### src/rtl/pll_phase_pkg.sv
// Shared definitions for the PLL dynamic-phase stepper.
//   state_t          : controller states
//   PHASESEL_C0..C3  : PHASESEL pin encoding for each steppable PLL output
//   ch_to_phasesel() : maps a request channel number onto the PHASESEL encoding
package pll_phase_pkg;

    typedef enum logic [2:0] {
        IDLE,
        SETUP,
        STEP_LO,
        STEP_HI,
        RELOCK,
        FINISH
    } state_t;

    localparam logic [1:0] PHASESEL_C0 = 2'd0;
    localparam logic [1:0] PHASESEL_C1 = 2'd1;
    localparam logic [1:0] PHASESEL_C2 = 2'd2;
    localparam logic [1:0] PHASESEL_C3 = 2'd3;

    // PHASESEL/PHASEDIR must be settled this many clocks before the first pulse
    localparam int SETUP_CYCLES = 2;

    // Width of each per-channel phase offset accumulator
    localparam int PHASE_OFS_W = 16;

    function automatic logic [1:0] ch_to_phasesel(input logic [1:0] ch);
        logic [1:0] sel;
        case (ch)
            2'd0:    sel = PHASESEL_C0;
            2'd1:    sel = PHASESEL_C1;
            2'd2:    sel = PHASESEL_C2;
            default: sel = PHASESEL_C3;
        endcase
        return sel;
    endfunction

endpackage

### src/rtl/pll_lock_filter.sv
// PLL lock synchroniser and qualification filter.
// The raw LOCK pin is double-flopped; locked_q rises once the synchronised
// lock has been high for LOCK_FILTER consecutive clocks (on the following
// clock) and drops the clock after any synchronised low.
// Ports:
//   clock      in  system clock
//   reset      in  synchronous active-high reset
//   pll_locked in  raw asynchronous PLL LOCK
//   locked_q   out qualified lock
module pll_lock_filter #(
    parameter int LOCK_FILTER = 16
) (
    input  logic clock,
    input  logic reset,
    input  logic pll_locked,
    output logic locked_q
);

    localparam int CNT_W = $clog2(LOCK_FILTER + 1);
    localparam logic [CNT_W-1:0] CNT_MAX = CNT_W'(LOCK_FILTER);

    logic             sync_p0;
    logic             sync_p1;
    logic [CNT_W-1:0] cnt;

    // Stage p0/p1: metastability synchroniser
    always_ff @(posedge clock) begin
        sync_p0 <= pll_locked;
        sync_p1 <= sync_p0;
    end

    // Filter: count saturates at LOCK_FILTER, qualification follows one clock later
    always_ff @(posedge clock) begin
        if (reset || !sync_p1) begin
            cnt      <= '0;
            locked_q <= 1'b0;
        end else begin
            if (cnt != CNT_MAX) begin
                cnt <= cnt + 1'b1;
            end
            locked_q <= (cnt == CNT_MAX);
        end
    end

endmodule

### src/rtl/pll_phase_stepper.sv
// PLL dynamic phase-shift stepper.
// Accepts a (channel, direction, step count) request and drives the PLL
// dynamic-phase pins: PHASESEL/PHASEDIR are set up, then PHASESTEP is pulsed
// low req_steps times (PULSE_CYCLES low, SETTLE_CYCLES high), after which the
// controller waits for qualified lock and reports done. Loss of lock while
// stepping aborts the sequence with an error pulse; done still follows relock.
// An out-of-range channel is accepted but only answered with an error pulse.
// Optional feature macro PLL_PHASE_TRACK_EN adds the phase_ofs output:
// a signed 16-bit running phase offset per channel (wraps modulo 2^16).
// Ports:
//   clock, reset            system clock, synchronous active-high reset
//   pll_locked              raw PLL LOCK (asynchronous)
//   req_valid/req_ready     request handshake
//   req_ch/req_dir/req_steps  channel, direction (1 = up), step count
//   busy                    high in every state except IDLE
//   done, error             single-clock completion / failure pulses
//   locked_q                filtered lock
//   phasesel, phasedir, phasestep, phaseloadreg  PLL dynamic-phase pins
//   phase_ofs               (PLL_PHASE_TRACK_EN only) NUM_CH x 16-bit offsets
module pll_phase_stepper
    import pll_phase_pkg::*;
#(
    parameter int NUM_CH        = 4,
    parameter int STEP_W        = 8,
    parameter int PULSE_CYCLES  = 4,
    parameter int SETTLE_CYCLES = 8,
    parameter int LOCK_FILTER   = 16
) (
    input  logic              clock,
    input  logic              reset,
    input  logic              pll_locked,
    input  logic              req_valid,
    output logic              req_ready,
    input  logic [1:0]        req_ch,
    input  logic              req_dir,
    input  logic [STEP_W-1:0] req_steps,
    output logic              busy,
    output logic              done,
    output logic              error,
    output logic              locked_q,
    output logic [1:0]        phasesel,
    output logic              phasedir,
    output logic              phasestep,
    output logic              phaseloadreg
`ifdef PLL_PHASE_TRACK_EN
    ,
    output logic [NUM_CH*PHASE_OFS_W-1:0] phase_ofs
`endif
);

    localparam int TMR_MAX = (PULSE_CYCLES > SETTLE_CYCLES) ? PULSE_CYCLES : SETTLE_CYCLES;
    localparam int TMR_W   = $clog2(TMR_MAX + SETUP_CYCLES);
    localparam logic [TMR_W-1:0] SETUP_LAST = TMR_W'(SETUP_CYCLES - 1);
    localparam logic [TMR_W-1:0] LO_LAST    = TMR_W'(PULSE_CYCLES - 1);
    localparam logic [TMR_W-1:0] HI_LAST    = TMR_W'(SETTLE_CYCLES - 1);

    state_t            state;
    state_t            state_nx;
    logic [TMR_W-1:0]  tmr;
    logic [STEP_W-1:0] rem;
    logic              bad;
    logic              ch_bad;
    logic              accept;

    pll_lock_filter #(
        .LOCK_FILTER (LOCK_FILTER)
    ) u_lock (
        .clock      (clock),
        .reset      (reset),
        .pll_locked (pll_locked),
        .locked_q   (locked_q)
    );

    assign phaseloadreg = 1'b1;
    assign ch_bad       = (32'(req_ch) >= NUM_CH);
    assign accept       = (state == IDLE) && req_valid && locked_q;

    // Next state and pin/status decode
    always_comb begin
        state_nx  = state;
        req_ready = 1'b0;
        busy      = 1'b1;
        done      = 1'b0;
        error     = 1'b0;
        phasestep = 1'b1;
        case (state)
            IDLE: begin
                busy      = 1'b0;
                req_ready = locked_q;
                if (req_valid && locked_q) begin
                    // An invalid channel skips straight to FINISH, which reports it as an error
                    state_nx = ch_bad ? FINISH : SETUP;
                end
            end
            SETUP: begin
                if (!locked_q) begin
                    state_nx = RELOCK;
                    error    = 1'b1;
                end else if (tmr == SETUP_LAST) begin
                    state_nx = (rem == '0) ? FINISH : STEP_LO;
                end
            end
            STEP_LO: begin
                phasestep = 1'b0;
                if (!locked_q) begin
                    state_nx = RELOCK;
                    error    = 1'b1;
                end else if (tmr == LO_LAST) begin
                    state_nx = STEP_HI;
                end
            end
            STEP_HI: begin
                if (!locked_q) begin
                    state_nx = RELOCK;
                    error    = 1'b1;
                end else if (tmr == HI_LAST) begin
                    state_nx = (rem != '0) ? STEP_LO : RELOCK;
                end
            end
            RELOCK: begin
                if (locked_q) begin
                    state_nx = FINISH;
                end
            end
            FINISH: begin
                state_nx = IDLE;
                if (bad) begin
                    error = 1'b1;
                end else begin
                    done = 1'b1;
                end
            end
            default: state_nx = IDLE;
        endcase
    end

    always_ff @(posedge clock) begin
        if (reset) begin
            state <= IDLE;
        end else begin
            state <= state_nx;
        end
    end

    // Phase timer restarts on every state change; step count drops on each STEP_LO entry
    always_ff @(posedge clock) begin
        tmr <= (state_nx != state) ? '0 : tmr + 1'b1;
        if (accept) begin
            rem <= req_steps;
            bad <= ch_bad;
        end else if ((state_nx == STEP_LO) && (state != STEP_LO)) begin
            rem <= rem - 1'b1;
        end
    end

    // Pin selection only changes on a valid accept, so it holds through FINISH
    always_ff @(posedge clock) begin
        if (reset) begin
            phasesel <= PHASESEL_C0;
            phasedir <= 1'b0;
        end else if (accept && !ch_bad) begin
            phasesel <= ch_to_phasesel(req_ch);
            phasedir <= req_dir;
        end
    end

`ifdef PLL_PHASE_TRACK_EN
    logic signed [PHASE_OFS_W-1:0] ofs [NUM_CH];
    logic                          pulse_done;

    function automatic logic signed [PHASE_OFS_W-1:0] step_ofs(
        input logic signed [PHASE_OFS_W-1:0] cur,
        input logic                          up
    );
        // Plain two's-complement wrap, no saturation
        return up ? cur + 16'sd1 : cur - 16'sd1;
    endfunction

    // A pulse counts only when its full low time completed under lock
    assign pulse_done = (state == STEP_LO) && (state_nx == STEP_HI);

    always_ff @(posedge clock) begin
        for (int i = 0; i < NUM_CH; i++) begin
            if (reset) begin
                ofs[i] <= '0;
            end else if (pulse_done && (phasesel == ch_to_phasesel(i[1:0]))) begin
                ofs[i] <= step_ofs(ofs[i], phasedir);
            end
        end
    end

    for (genvar g = 0; g < NUM_CH; g++) begin : g_ofs
        assign phase_ofs[g*PHASE_OFS_W +: PHASE_OFS_W] = ofs[g];
    end
`endif

endmodule
### config.mk
export PLATFORM = sky130hd
export DESIGN_NAME = pll_phase_stepper
export DESIGN_NICKNAME = d
export VERILOG_FILES = /design/src/rtl/pll_phase_pkg.sv /design/src/rtl/pll_lock_filter.sv /design/src/rtl/pll_phase_stepper.sv
export SDC_FILE = /design/constraint.sdc
export NUM_CORES = 1
export LEC_CHECK = 0
export CORE_UTILIZATION = 52
export CTS_CLUSTER_SIZE = 40
export DETAILED_ROUTE_END_ITERATION = 8
export PLACE_DENSITY = 0.79
export SETUP_SLACK_MARGIN = 0.2
export SYNTH_ARGS = -nofsm -noshare
export SYNTH_HDL_FRONTEND = slang
export SYNTH_SLANG_ARGS = --single-unit
### constraint.sdc
create_clock -name clock -period 2.6 [get_ports clock]
set_clock_uncertainty 0.15 [all_clocks]
set_input_delay 0.78 -clock clock [delete_from_list [all_inputs] [get_ports clock]]
set_output_delay 0.78 -clock clock [all_outputs]
set_load 0.05 [all_outputs]
==> metrics.md, run 1 <==
| Metric | Value |
|---|---|
| Core box area | `approximately 0.0026 sq mm` |
| Initial antenna violation count | `0` |
| HPWL reported at the end of detailed placement | `between 2 and 2.5 mm` |
| Area fraction in and, or, nand and nor cells after synthesis | `27.39%` |
| Final weighted congestion of routability-driven global placement | `slightly above 1` |
| DR WL/cell | `14.68 microns` |
| Crit share post-route | `92.07%` |
| Share of synthesized area occupied by flip-flops and latches | `40.96%` |
| Type of destination of the critical path | `primary output` |
| Mapped Area | `approximately 0.0015 sq mm` |
| Full die area | `0.003037 sq mm` |
| Relative max-transition margin | `between 50 and 60%` |
| Number of distinct library cell variants in the gate-level netlist after synthesis | `50` |
| Clk pin slew, worst setup/hold paths | `0.13 ns` |
| Worst VDD drop | `slightly above 0.6 mV` |
| Clock tree sinks | `26` |
| Number of enable-type register cells in the synthesized netlist | `8` |
| Critical path cell sequence | `buf_4 > or3_1 > buf_4` |
| Leading area contributor after synthesis | `sky130_fd_sc_hd__dfxtp_1` |
| Iteration-0 DRC Markers | `36` |
| Number of antenna diodes | `0` |
| Setup repair after global routing missed its margin | `true` |
| Antenna viol nets, final | `0` |
| Total CTS buffers | `3` |
| Slowest CP cell | `sky130_fd_sc_hd__or3_1` |
| Final number of setup-violating endpoints | `0` |
| Wire length after detailed routing | `3.126 mm` |
| Crit-path most repeated cell | `sky130_fd_sc_hd__buf_4` |
| Gate count after technology mapping | `157` |
| Outcome | `finished clean` |
| Buffer cell driving the clock tree root | `sky130_fd_sc_hd__clkbuf_4` |
| Share of synthesized area spent on multiplexers | `under 10%` |
| Total of buffers placed on input and output ports | `23` |
| Number of search-and-repair iterations in the first detailed-routing pass | `4` |
| CTS tree | `yes` |
| DP Worst Slack | `0.1383 ns` |
| Share of cells above drive strength 1 | `about a fifth` |
| Cell leakage power | `0.7739 nW` |
| Compound-cell area share of the yosys netlist | `13.57%` |
| Xor/xnor cell area share of the yosys netlist | `under 10%` |
| Count of max-cap constraint violations | `0` |
| Power density over the cells | `about 420 mW/mm^2` |
| Startpoint type of the worst setup path | `flop` |
| RR Startpoint | `tmr[0]` |
| DRC violation count after routing | `0` |
| Overall die width | `between 50 and 60 microns` |
| Vias per cell | `5.610` |
| Area share of the leading cell type in the synthesized netlist | `between 20% and 30%` |
| Critical path launch point | `state[0]` |
| Synthesized flop and latch total | `26` |
| Worst hold path class | `reg -> reg` |
| Share of synthesized flip-flops with an asynchronous set or reset | `0%` |
| Post-synthesis to final-layout area growth | `26.37%` |
| Cell types with the largest area share after synthesis | `sky130_fd_sc_hd__dfxtp_1 (25%), sky130_fd_sc_hd__edfxtp_1 (16%), sky130_fd_sc_hd__nor2_1 (6.1%), sky130_fd_sc_hd__ha_1 (4.3%), sky130_fd_sc_hd__xnor2_1 (3.6%)` |
| Post-synthesis adder-cell area fraction | `~4.3%` |
| Num ports | `25` |
| Main flop type after synthesis | `sky130_fd_sc_hd__dfxtp_1` |
| Arrival time at the worst endpoint | `~1.5 ns` |
| Hold Startpoint | `u_lock.sync_p0` |
| Cell Rows | `18` |
| Overflow left after global routing | `0` |
| Synthesized area per cell | `a little over 9 sq um` |
| Via count | `1195` |
| Starting Density | `57.12%` |
| Top achievable clock speed | `417.8 MHz` |
| Worst-margin pin slew | `0.6086 ns` |
| Crit path largest cell delay | `about 0.4 ns` |
| Final Hold Vio Count | `0` |
| Critical path start-end classification | `reg -> out` |
| Buffers & Inverters on Critical Path | `2` |
| Worst-case register-to-register setup slack | `a little under 0.3 ns` |
| Die height | `55.11 microns` |
| Nets in the synthesized netlist | `approximately 180` |
| Worst endpoint required time | `~1.7 ns` |
| Aggregate negative setup slack | `0 ns` |
| Number of nets in the finished design | `204` |
| Final worst slack | `a little over 0.2 ns` |
| Worst-path maximum fanout | `7` |
| H-tree Lvls | `1` |
| Global-route usage over all layers | `21.42%` |
| Maximum number of pins on one net before global-route repair | `20` |
| Source-to-sink clock delay at the later pin of the worst-skew pair | `about 0.32 ns` |
| Buffers from clock root to sink, at most | `2` |
| Number of warning messages in the yosys log | `0` |
| Combinational family with the most area after synthesis | `simple AND/OR/NAND/NOR gates` |
| Min Clock Period, post-route | `between 2 and 2.5 ns` |
| Crit path max-delay family | `simple AND/OR/NAND/NOR gates` |
| Count of final max-slew check failures | `0` |
| First-pass GRT wire length | `about 4.5 mm` |
| Vias in the first global route | `between 1000 and 1500` |
## logic make-up (layout without fill, tap and decap cells)
logic type | Yosys count | count (layout)
AOI/OAI and AO/OA | 27 | 27
xor gates and xnor gates | 10 | 10
adders and majority gates | 5 | 5
buffers and inverters | 14 | 40
DFF | 26 | 26
muxes | 4 | 4
other | 1 | 1
and+or+nand+nor | 70 | 70
## cells in the mapped netlist, types with 2 or more instances
master / number
sky130_fd_sc_hd__nand2b_1: 3
sky130_fd_sc_hd__nor4_1: 2
sky130_fd_sc_hd__nor2_1: 24
sky130_fd_sc_hd__a211oi_1: 4
sky130_fd_sc_hd__o221ai_2: 2
sky130_fd_sc_hd__edfxtp_1: 8
sky130_fd_sc_hd__mux2i_1: 4
sky130_fd_sc_hd__nor3_1: 2
sky130_fd_sc_hd__clkbuf_1: 2
sky130_fd_sc_hd__nand3_1: 5
sky130_fd_sc_hd__ha_1: 5
sky130_fd_sc_hd__nor2b_1: 6
sky130_fd_sc_hd__o21ai_1: 2
sky130_fd_sc_hd__buf_4: 5
sky130_fd_sc_hd__a21oi_1: 7
sky130_fd_sc_hd__nand2_1: 7
sky130_fd_sc_hd__o21ai_0: 2
sky130_fd_sc_hd__dfxtp_1: 18
sky130_fd_sc_hd__nor3b_1: 4
sky130_fd_sc_hd__inv_1: 7
sky130_fd_sc_hd__xor2_1: 4
sky130_fd_sc_hd__xnor2_1: 6
## final timing paths
check	depth (start not counted)	end
max	3	phasestep
max reg2reg	6	rem[7]
min reg2reg	0	u_lock.sync_p1
min	0	u_lock.sync_p1
## layout by cell type (no fill, tap or decap), types with 3 or more instances in the layout
master,instances
sky130_fd_sc_hd__dfxtp_1,15
sky130_fd_sc_hd__buf_4,9
sky130_fd_sc_hd__mux2i_1,4
sky130_fd_sc_hd__ha_1,3
sky130_fd_sc_hd__nor3b_1,4
sky130_fd_sc_hd__a211oi_1,4
sky130_fd_sc_hd__xnor2_1,6
sky130_fd_sc_hd__nor2_1,22
sky130_fd_sc_hd__edfxtp_1,8
sky130_fd_sc_hd__nor2b_1,6
sky130_fd_sc_hd__nand2_1,6
sky130_fd_sc_hd__clkbuf_4,3
sky130_fd_sc_hd__dfxtp_2,3
sky130_fd_sc_hd__dlygate4sd2_1,4
sky130_fd_sc_hd__inv_1,7
sky130_fd_sc_hd__clkdlybuf4s50_1,14
sky130_fd_sc_hd__nand2b_1,3
sky130_fd_sc_hd__xor2_1,4
sky130_fd_sc_hd__a21oi_1,7
sky130_fd_sc_hd__nand3_1,5
## registers in the layout, summed over array words and instances (netlist names)
| name | count |
|---|---|
| rem | 8 |
| u_lock.cnt | 5 |
| tmr | 4 |
| state | 3 |
| phasesel | 2 |
| phasedir | 1 |
| u_lock.locked_q | 1 |
| u_lock.sync_p0 | 1 |
| u_lock.sync_p1 | 1 |
## metrics by stage
stage          std cells  power, mW  area (sq um)  hold slack (ns)  utilization [%]
6_report             213     0.7802          1853           0.1981            72.17
5_1_grt              213     0.8108          1853           0.2126            72.17
4_1_cts              211     0.7842          1790           0.2004            69.74
3_5_place_dp         207     0.5136          1740           0.1714            67.79
3_3_place_gp         207     0.5108          1740           0.1660            67.79
2_1_floorplan        157     0.4813          1475           0.1596                -
## layout make-up
cell class | count | area (sq um)
sequential | 26 | 604.3
multi-input combinational | 117 | 849.6
fill | 184 | 714.4
timing repair buffer | 29 | 282.8
clock inverter | 1 | 30.03
clock buffer | 3 | 22.52
tap | 30 | 37.54
inverter | 7 | 26.28
## report_power, final
| group | switching [mW] | internal (mW) |
|---|---|---|
| logic | 0.0187 | 0.0380 |
| registers | 0.0217 | 0.428 |
| clock network | 0.118 | 0.156 |
| total | 0.159 | 0.621 |
## per-layer routing
layer,part of all wire [%],GRT usage [%],wire (microns),vias to the layer above
met3,4.2,4.098,132,6
met2,50,36.95,1554,29
met5,0,0,0,-
met4,1.7,8.333,53,0
met1,44,26.15,1385,555
li1,-,-,-,605
## timing repair
| action | CTS | global route |
|---|---|---|
| pin swaps | 0 | 1 |
| endpoints found under the setup margin | 12 | 15 |
| buffers inserted | 0 | 2 |
| hold buffers | 0 | 0 |
| resized for setup | 5 | 11 |
Power figures use the tool's default switching activity.
==> run 2, diff against run 1 <==
Settings changed: CAP_MARGIN from default to 20.
==> results of run 2 <==
Final layout, timing and power as in run 1 (identical DEF).
